[src/rtl/nic_mac_seq_pkg.sv]
// nic_mac_seq_pkg: state codes, status word layout and field widths for the MAC reset sequencer
package nic_mac_seq_pkg;
  typedef enum logic [2:0] {
    ST_ASSERT     = 3'd0,
    ST_PHY_HOLD   = 3'd1,
    ST_PHY_SETTLE = 3'd2,
    ST_MAC_WAIT   = 3'd3,
    ST_RUNNING    = 3'd4,
    ST_FAULT      = 3'd5
  } state_e;
  localparam int FAULT_CNT_W = 4;
  localparam int ST_LSB = 0;
  localparam int ST_MSB = 2;
  localparam int LOCK_BIT = 3;
  localparam int FC_LSB = 4;
  localparam int FC_MSB = 7;
  function automatic logic [7:0] status_word(state_e s, logic lock, logic [FAULT_CNT_W-1:0] fc);
    logic [7:0] w;
    w = '0;
    w[ST_MSB:ST_LSB] = s;
    w[LOCK_BIT] = lock;
    w[FC_MSB:FC_LSB] = fc;
    return w;
  endfunction
endpackage

[src/rtl/nic_mac_reset_sequencer_if.sv]
// nic_mac_reset_sequencer_if: req/ack status pipe carrying sequencer status words
interface nic_mac_reset_sequencer_if;
  logic [7:0] data;
  logic req;
  logic ack;
  modport master(output data, output req, input ack);
  modport slave(input data, input req, output ack);
endinterface

[src/rtl/nic_sync2.sv]
// nic_sync2: two-flop synchronizer, async active-low reset to 0
module nic_sync2 (
  input  logic clk,
  input  logic rst_n,
  input  logic d_i,
  output logic q_o
);
  logic [1:0] ff_q;
  always_ff @(posedge clk or negedge rst_n)
    if (!rst_n) ff_q <= '0;
    else ff_q <= {ff_q[0], d_i};
  assign q_o = ff_q[1];
endmodule

[src/rtl/nic_mac_reset_sequencer.sv]
// nic_mac_reset_sequencer: ordered PHY-then-MAC reset release with lock supervision and status pipe
module nic_mac_reset_sequencer
  import nic_mac_seq_pkg::*;
#(
  parameter int PHY_RST_CYCLES      = 1000,
  parameter int PHY_SETTLE_CYCLES   = 2000,
  parameter int LOCK_TIMEOUT_CYCLES = 100000,
  parameter int CNT_W               = 20
) (
  input  logic clk,
  input  logic RESET_N,
  input  logic NIC_TO_MAC_RESET_N,
  input  logic MAC_LOCKED,
  output logic PHY_RESET_N,
  output logic MAC_RESET_N,
  nic_mac_reset_sequencer_if.master MAC_STATUS_pipe
);
  localparam logic [CNT_W-1:0] PHY_LOAD    = CNT_W'(PHY_RST_CYCLES - 1);
  localparam logic [CNT_W-1:0] SETTLE_LOAD = CNT_W'(PHY_SETTLE_CYCLES - 1);
  localparam logic [CNT_W-1:0] LOCK_LOAD   = CNT_W'(LOCK_TIMEOUT_CYCLES - 1);
  state_e state_q, state_d;
  logic [CNT_W-1:0] cnt_q, cnt_d;
  logic [FAULT_CNT_W-1:0] fc_q, fc_d;
  logic phy_q, phy_d, mac_q, mac_d, req_q, req_d, lock_s, evt;
  logic [7:0] data_q, data_d;
  nic_sync2 u_lock_sync (.clk(clk), .rst_n(RESET_N), .d_i(MAC_LOCKED), .q_o(lock_s));
  always_comb begin
    state_d = state_q;
    cnt_d = cnt_q;
    if (!NIC_TO_MAC_RESET_N) begin
      state_d = ST_ASSERT;
      cnt_d = '0;
    end else begin
      case (state_q)
        ST_ASSERT: begin
          state_d = ST_PHY_HOLD;
          cnt_d = PHY_LOAD;
        end
        ST_PHY_HOLD: begin
          state_d = cnt_q == '0 ? ST_PHY_SETTLE : ST_PHY_HOLD;
          cnt_d = cnt_q == '0 ? SETTLE_LOAD : cnt_q - CNT_W'(1);
        end
        ST_PHY_SETTLE: begin
          state_d = cnt_q == '0 ? ST_MAC_WAIT : ST_PHY_SETTLE;
          cnt_d = cnt_q == '0 ? LOCK_LOAD : cnt_q - CNT_W'(1);
        end
        ST_MAC_WAIT: begin
          // lock wins over a timeout landing in the same cycle
          state_d = lock_s ? ST_RUNNING : cnt_q == '0 ? ST_FAULT : ST_MAC_WAIT;
          cnt_d = lock_s || cnt_q == '0 ? cnt_q : cnt_q - CNT_W'(1);
        end
        ST_RUNNING: state_d = lock_s ? ST_RUNNING : ST_FAULT;
        ST_FAULT: state_d = ST_FAULT;
        default: state_d = ST_ASSERT;
      endcase
    end
    phy_d = state_d inside {ST_PHY_SETTLE, ST_MAC_WAIT, ST_RUNNING, ST_FAULT};
    mac_d = state_d inside {ST_MAC_WAIT, ST_RUNNING};
    evt = state_d != state_q;
    fc_d = evt && state_d == ST_FAULT && fc_q != '1 ? fc_q + FAULT_CNT_W'(1) : fc_q;
    // a new event overwrites any pending word; a bare transfer retires it
    req_d = evt | (req_q & ~MAC_STATUS_pipe.ack);
    data_d = evt ? status_word(state_d, lock_s, fc_d) : data_q;
  end
  always_ff @(posedge clk or negedge RESET_N)
    if (!RESET_N) begin
      state_q <= ST_ASSERT;
      cnt_q <= '0;
      fc_q <= '0;
      phy_q <= 1'b0;
      mac_q <= 1'b0;
      req_q <= 1'b0;
      data_q <= '0;
    end else begin
      state_q <= state_d;
      cnt_q <= cnt_d;
      fc_q <= fc_d;
      phy_q <= phy_d;
      mac_q <= mac_d;
      req_q <= req_d;
      data_q <= data_d;
    end
  assign PHY_RESET_N = phy_q;
  assign MAC_RESET_N = mac_q;
  assign MAC_STATUS_pipe.req = req_q;
  assign MAC_STATUS_pipe.data = data_q;
endmodule
[src/flat_wrapper.sv]
// flat-port wrapper written by rule: the top's interface ports become plain ports
module nic_mac_reset_sequencer_flat import nic_mac_seq_pkg::*;
#(
  parameter int PHY_RST_CYCLES      = 1000,
  parameter int PHY_SETTLE_CYCLES   = 2000,
  parameter int LOCK_TIMEOUT_CYCLES = 100000,
  parameter int CNT_W               = 20
)
  (clk, RESET_N, NIC_TO_MAC_RESET_N, MAC_LOCKED, PHY_RESET_N, MAC_RESET_N, MAC_STATUS_pipe_data, MAC_STATUS_pipe_req, MAC_STATUS_pipe_ack);
  nic_mac_reset_sequencer_if MAC_STATUS_pipe_i ();
  input  logic clk;
  input  logic RESET_N;
  input  logic NIC_TO_MAC_RESET_N;
  input  logic MAC_LOCKED;
  output logic PHY_RESET_N;
  output logic MAC_RESET_N;
  output wire logic [$bits(MAC_STATUS_pipe_i.data)-1:0] MAC_STATUS_pipe_data;
  output wire logic [$bits(MAC_STATUS_pipe_i.req)-1:0] MAC_STATUS_pipe_req;
  input wire logic [$bits(MAC_STATUS_pipe_i.ack)-1:0] MAC_STATUS_pipe_ack;
  assign MAC_STATUS_pipe_data = MAC_STATUS_pipe_i.data;
  assign MAC_STATUS_pipe_req = MAC_STATUS_pipe_i.req;
  assign MAC_STATUS_pipe_i.ack = MAC_STATUS_pipe_ack;
  nic_mac_reset_sequencer #(.PHY_RST_CYCLES(PHY_RST_CYCLES), .PHY_SETTLE_CYCLES(PHY_SETTLE_CYCLES), .LOCK_TIMEOUT_CYCLES(LOCK_TIMEOUT_CYCLES), .CNT_W(CNT_W)) u_core (.clk(clk), .RESET_N(RESET_N), .NIC_TO_MAC_RESET_N(NIC_TO_MAC_RESET_N), .MAC_LOCKED(MAC_LOCKED), .PHY_RESET_N(PHY_RESET_N), .MAC_RESET_N(MAC_RESET_N), .MAC_STATUS_pipe(MAC_STATUS_pipe_i));
endmodule
[config.mk]
export PLATFORM = sky130hd
export DESIGN_NAME = nic_mac_reset_sequencer_flat
export DESIGN_NICKNAME = d
export VERILOG_FILES = /design/src/rtl/nic_mac_seq_pkg.sv /design/src/rtl/nic_mac_reset_sequencer_if.sv /design/src/rtl/nic_sync2.sv /design/src/rtl/nic_mac_reset_sequencer.sv /design/src/flat_wrapper.sv
export SDC_FILE = /design/constraint.sdc
export NUM_CORES = 1
export LEC_CHECK = 0
export BUFFER_PORTS_ARGS = -buffer_cell sky130_fd_sc_hd__buf_2
export CAP_MARGIN = 0
export CORE_UTILIZATION = 49
export DETAILED_ROUTE_END_ITERATION = 10
export PLACE_DENSITY = 0.67
export SLEW_MARGIN = 20
export SYNTH_ARGS = -nofsm -noshare
export SYNTH_HDL_FRONTEND = slang
export SYNTH_HIERARCHICAL = 1
export SYNTH_SLANG_ARGS = --single-unit
[constraint.sdc]
create_clock -name clk -period 3.4 [get_ports clk]
set_clock_uncertainty 0.15 [all_clocks]
set_input_delay 0.85 -clock clk [delete_from_list [all_inputs] [get_ports clk]]
set_output_delay 0.85 -clock clk [all_outputs]
set_load 0.05 [all_outputs]
Word level (Yosys, flattened, before mapping)
Index checks and enable logic that the tools add are counted.
- flip-flop bits (word level): 40
- logic and storage cells: 47
- output and inout bits: 11
- multiplexer cells: 13
- add/sub/neg operators: 2
- bitwise gates (word level): 3
- eq/ne operators: 13
- reduce and logical (&&, ||, !) cells: 8
- operators by type and width (operator ; count):
    $mux 20 ; 4
    $pmux 20 s4 ; 1
    $logic_not 20->1 ; 1
    $sub 20x1->20 const B ; 1
    $pmux 3 s6 ; 1
    $eq 3x2->1 const B ; 4
    $eq 3x3->1 const B ; 4
    $mux 3 ; 3
    $ne 5x1->1 const B ; 1
    $add 4x1->4 const B ; 1
    $mux 4 ; 1
    $ne 4x4->1 const B ; 1
    $reduce_bool 4->1 ; 1
    $eq 3x1->1 const B ; 1
    $logic_not 3->1 ; 1
    $ne 3x3->1 ; 1
    $ne 3x3->1 const B ; 1
    $logic_and 1x1->1 ; 2
    $mux 1 ; 2
    $mux 2 ; 1
    $reduce_and 2->1 ; 1
    $reduce_bool 2->1 ; 1
    $and 1x1->1 ; 1
    $logic_or 1x1->1 ; 1
    2 further kinds ; 2

Depth between registers and ports, before layout
- word-level depth: 9
- gate-level depth with buffers: 8
- depth with buffers taken out: 7

Hierarchy
The synthesis kept the hierarchy.
- by module, submodules not included (module ; sequential area each (um^2) ; cells each ; instances ; area each (um^2)):
    nic_mac_reset_sequencer ; 950.9 ; 249 ; 1 ; 2304.7
    nic_sync2 ; 50.0 ; 2 ; 1 ; 50.0

Worst setup path after synthesis
Ideal clock, no wire load.
- kind: reg-to-reg
- start: register u_core.cnt_q[0]
- end: register u_core.data_q[7], in the netlist u_core/MAC_STATUS_pipe.data[7]
- stages on the path, launching flop included: 9
- data arrival time: 2.220 ns
- slack: 0.948 ns
- path buffers: 1
- required time: 3.168 ns
- setup time: 0.082 ns
- cell sequence: dfrtp_1 > inv_1 > ha_1 > or4b_4 > nor4_4 > buf_6 > a31oi_4 > or3_1 > a31oi_1
- cells in the longest elaborated chain, start to end: 9
- elaborated cells on any way between the ends: 12
- ends and longest elaborated chain (what ; RTL line ; source):
    start, declared ; nic_mac_reset_sequencer.sv:22 ; logic [CNT_W-1:0] cnt_q, cnt_d;
    start signal, assigned ; nic_mac_reset_sequencer.sv:76 ; cnt_q <= cnt_d;
    $logic_not 20->1 * ; nic_mac_reset_sequencer.sv:40, nic_mac_reset_sequencer.sv:44, nic_mac_reset_sequencer.sv:49 ;
    $mux 3 (2 in series) ; nic_mac_reset_sequencer.sv:49 ; state_d = lock_s ? ST_RUNNING : cnt_q == '0 ? ST_FAULT : ST_MAC_WAIT;
    $pmux 3 s6 * ; nic_mac_reset_sequencer.sv:34 ; case (state_q)
    $mux 3 * ; nic_mac_reset_sequencer.sv:30 ; if (!NIC_TO_MAC_RESET_N) begin
    $ne 3x3->1 / $eq 3x3->1 (equally long branches) ; nic_mac_reset_sequencer.sv:59, nic_mac_reset_sequencer.sv:60 ;
    $logic_and 1x1->1 (2 in series) ; nic_mac_reset_sequencer.sv:60 ; fc_d = evt && state_d == ST_FAULT && fc_q != '1 ? fc_q + FAULT_CNT_W'(1) : fc_q;
    $mux 4 ; nic_mac_reset_sequencer.sv:60 ;
    end signal, assigned ; nic_mac_reset_sequencer.sv:81 ; data_q <= data_d;
    end, declared ; nic_mac_reset_sequencer.sv:25 ; logic [7:0] data_q, data_d;
Every way passes the cells marked *; elsewhere a longest branch is shown, timed or not.
A chain may end at the register's enable or synchronous reset.

Worst setup path after layout
- start: register u_core.cnt_q[0]
- end: register u_core.data_q[6], in the netlist u_core/MAC_STATUS_pipe.data[6]
Same word-level chain as after synthesis.

==> impl_metrics.tcl <==
set metrics [dict create \
    run_status "finished clean" \
    cts.repair.resized 0 \
    slew_violations 0 \
    drv_cap 0 \
    clk_pin_slew_worst_paths_ns 0.08 \
    rows 24 \
    antenna_found_initial 0 \
    worstSkewPairLatency_ns 0.30 \
    hold_path_startpoint "u_core/u_lock_sync/ff_q[0]$_DFF_PN0_" \
    num_vias 2035 \
    p_sw_w 0.000367 \
    ant_nets 0 \
    wl_met2_um 2570 \
    yosysSeqAreaShare_pct 42.5 \
    dr.pass1.iters 4 \
    combPwrFrac_pct 19.8 \
    grt_max_degree 41 \
    timing.rr.end "u_core/MAC_STATUS_pipe.data[6]$_DFFE_PN0P_" \
    grt_pass1_wl_um 9710 \
    netlist.area_leader.share_pct 42.5 \
    power_leakage_nw 1.13 \
    async_flop_share_pct 100 \
    wl_met1_um 2690 \
    synth_flop_cell "dfrtp_1" \
    finalSetupTns_ns 0 \
    synth.avg_cell_area_um2 9.38 \
    hold_buffers 0 \
    drc 0 \
    power_density_nw_per_um2 454 \
    rrSetupSlack_ns 0.53 \
    ir_drop_v 0.000269 \
    dieWidth_um 71.3 \
    tightest_slew_ns 0.869 \
    wl_met3_um 182 \
    cp.required_ns 3.44 \
    via_per_inst 6.36 \
    gr-usage-all-layers_pct 24.7 \
    ys_types 64 \
    setup-violations-final 0 \
    hold_path_class "reg -> reg" \
    crit_type "reg -> reg" \
    synth_area_leader_cell "dfrtp_1" \
    grt-ovfl-total 0 \
    grt_pass1_vias 1996 \
    drive_above_1_share_pct 17.5 \
    core_um2 4470 \
    hold_viol 0 \
    io_buffers 15 \
    critPathLaunchType "register" \
    drtIter0Drc 186 \
    p_seq_share_pct 46.5 \
    synth_area_um2 2350 \
    syn_to_final_growth_pct 9.67 \
    synth_edf_count 0 \
    r2r.worst_path.cells 8 \
    relSlewSlack_pct 42.1 \
    antenna_cells 0 \
    fin_crit_ns 2.87 \
    switching_share_pct 31.3 \
    synth_area_leaders "dfrtp_1, a21oi_1, o21ai_0" \
    fin_nets 274 \
    synth_nets 258 \
    yosysWarningCount 6 \
    htree_levels 2 \
    die_area_um2 5090 \
    boundaryPins 16 \
    post_drt_wl_per_cell_um 17.3 \
    clock_sinks 40 \
    arrival_ns 2.90 \
    hold_path_end "u_core/u_lock_sync/ff_q[1]$_DFF_PN0_" \
    timing.fmax_mhz 349 \
    synth_most_common_cell "dfrtp_1" \
    topRoutingLayerUsed "met4" \
    post-cts-setup-buffer-count 0 \
    cts_tree "done" \
    cts-buffers-inserted 5 \
    fp.dieH_um 71.3 \
    end_kind "register" \
    period_share_pct 84.3 \
    finalCoreUtilization_pct 57.7 \
    place.gp.congestion 0.836 \
    fin_hold_ws_ns 0.210 \
    ys_ff_latch 40 \
    p_int_w 0.000805 \
    timing.rr.start "u_core/cnt_q[0]$_DFFE_PN0P_" \
    dp_hpwl_um 3890 \
    finalWirelength_um 5540 \
    p_clk_share_pct 33.7 \
    rsz0062_at_grt "no" \
    hold-path-cell-count 0 \
    clock_path_buffers 2 \
    cp_max_fo 14 \
    root_buffer "clkbuf_8" \
    syn-instance-count 251 \
    synth_common_cells "dfrtp_1, a21oi_1, nor2_1" \
    start_util_pct 52.6 \
]
==> sequential cells by signal, indices dropped and copies added (netlist names) <==
signal and cells:
u_core/MAC_STATUS_pipe.data 8, u_core/u_lock_sync/ff_q 2, u_core/fc_q 4, u_core/cnt_q 20, u_core/MAC_RESET_N 1, u_core/PHY_RESET_N 1, u_core/state_q 3, u_core/MAC_STATUS_pipe.req 1
==> cell families after synthesis <==
| group | after synthesis | share of synthesized area (%) |
|---|---|---|
| AND/OR/NAND/NOR | 95 | 22.8 |
| AO/OA/AOI/OAI | 85 | 26.4 |
| flip-flops | 40 | 42.5 |
| buffers and inverters | 23 | 4.68 |
| multiplexers | 4 | 1.86 |
| XOR/XNOR | 2 | 0.744 |
| adder cells (fa/ha/maj) | 2 | 1.06 |
==> worst max-delay path: stages (launching register included) <==
cell and delay [ns]:
dfrtp_1 0.43, inv_1 0.08, ha_1 0.21, nor4b_1 0.50, nand4_1 0.16, buf_4 0.22, or3_1 0.44, nand2_1 0.19
mux2_2 0.37
==> final cells by class <==
| class | count | area, um2 |
|---|---|---|
| fill | 394 | 1890 |
| multi-input combinational | 188 | 1240 |
| sequential | 40 | 1000 |
| timing repair buffer | 20 | 113 |
| clock buffer | 5 | 68.8 |
| tap | 52 | 65.1 |
| clock inverter | 3 | 46.3 |
| inverter | 12 | 45.0 |
==> placed cells by master (no fill, tap or decap), drive strengths merged, types with 2 or more instances in the layout <==
| cell type | synthesis | layout |
|---|---|---|
| dfrtp | 40 | 40 |
| buf | 5 | 20 |
| nor2 | 18 | 18 |
| a21oi | 18 | 18 |
| o21ai | 15 | 15 |
| nand2 | 14 | 14 |
| inv | 12 | 13 |
| nor3 | 12 | 12 |
| nand3 | 10 | 10 |
| o31ai | 8 | 8 |
| nor4 | 6 | 6 |
| clkbuf | 6 | 5 |
| nand4 | 5 | 5 |
| or4 | 5 | 5 |
| or3 | 5 | 5 |
| a31oi | 5 | 5 |
| and3 | 4 | 4 |
| and2 | 4 | 4 |
| o211ai | 3 | 3 |
| a31o | 3 | 3 |
| nand2b | 3 | 3 |
| a211oi | 3 | 3 |
| mux2 | 3 | 3 |
| o22ai | 3 | 3 |
| o31a | 3 | 3 |
| or4b | 3 | 3 |
| nor4b | 2 | 2 |
| a21boi | 2 | 2 |
| xnor2 | 2 | 2 |
| o211a | 2 | 2 |
| o221a | 2 | 2 |
| o21a | 2 | 2 |
| a2bb2oi | 2 | 2 |
| ha | 2 | 2 |
| o311ai | 2 | 2 |
| o311a | 2 | 2 |
==> power by group through the flow <==
stage          logic (W)  clock network (W)  registers, W
2_1_floorplan   0.000139                  0      0.000585
3_3_place_gp    0.000231                  0      0.000551
3_5_place_dp    0.000232                  0      0.000552
4_1_cts         0.000233           0.000407      0.000543
5_1_grt         0.000256           0.000421      0.000550
6_report        0.000232           0.000395      0.000544
==> per-layer routing <==
layer / vias to the layer above / global-route usage [%]
met5: - / 0
met4: 0 / 9.78
met3: 8 / 4.36
met2: 44 / 39.6
met1: 986 / 33.4
li1: 997 / -
==> how the worst max path moves through the flow <==
stage	start	to	slack [ns]	cells after the start
floorplan	u_core/cnt_q[0]$_DFFE_PN0P_	u_core/MAC_STATUS_pipe.data[7]$_DFFE_PN0P_	0.95	8
global placement	NIC_TO_MAC_RESET_N	u_core/MAC_STATUS_pipe.data[7]$_DFFE_PN0P_	0.57	6
detailed placement	NIC_TO_MAC_RESET_N	u_core/MAC_STATUS_pipe.data[7]$_DFFE_PN0P_	0.47	6
CTS	u_core/cnt_q[0]$_DFFE_PN0P_	u_core/MAC_STATUS_pipe.data[6]$_DFFE_PN0P_	0.56	8
global route	u_core/cnt_q[0]$_DFFE_PN0P_	u_core/MAC_STATUS_pipe.data[6]$_DFFE_PN0P_	0.31	8
finish	u_core/cnt_q[0]$_DFFE_PN0P_	u_core/MAC_STATUS_pipe.data[6]$_DFFE_PN0P_	0.53	8
==> per-stage QoR <==
step                instance area [um2]  setup WS, ns  total power, W  instances
finish                             2580         0.535         0.00117        320
global route                       2580         0.315         0.00123        320
CTS                                2580         0.556         0.00118        320
detailed placement                 2470         0.467        0.000784        312
global placement                   2470         0.570        0.000782        312
floorplan                          2350         0.948        0.000725        251
(Power assumes the default switching activity.)
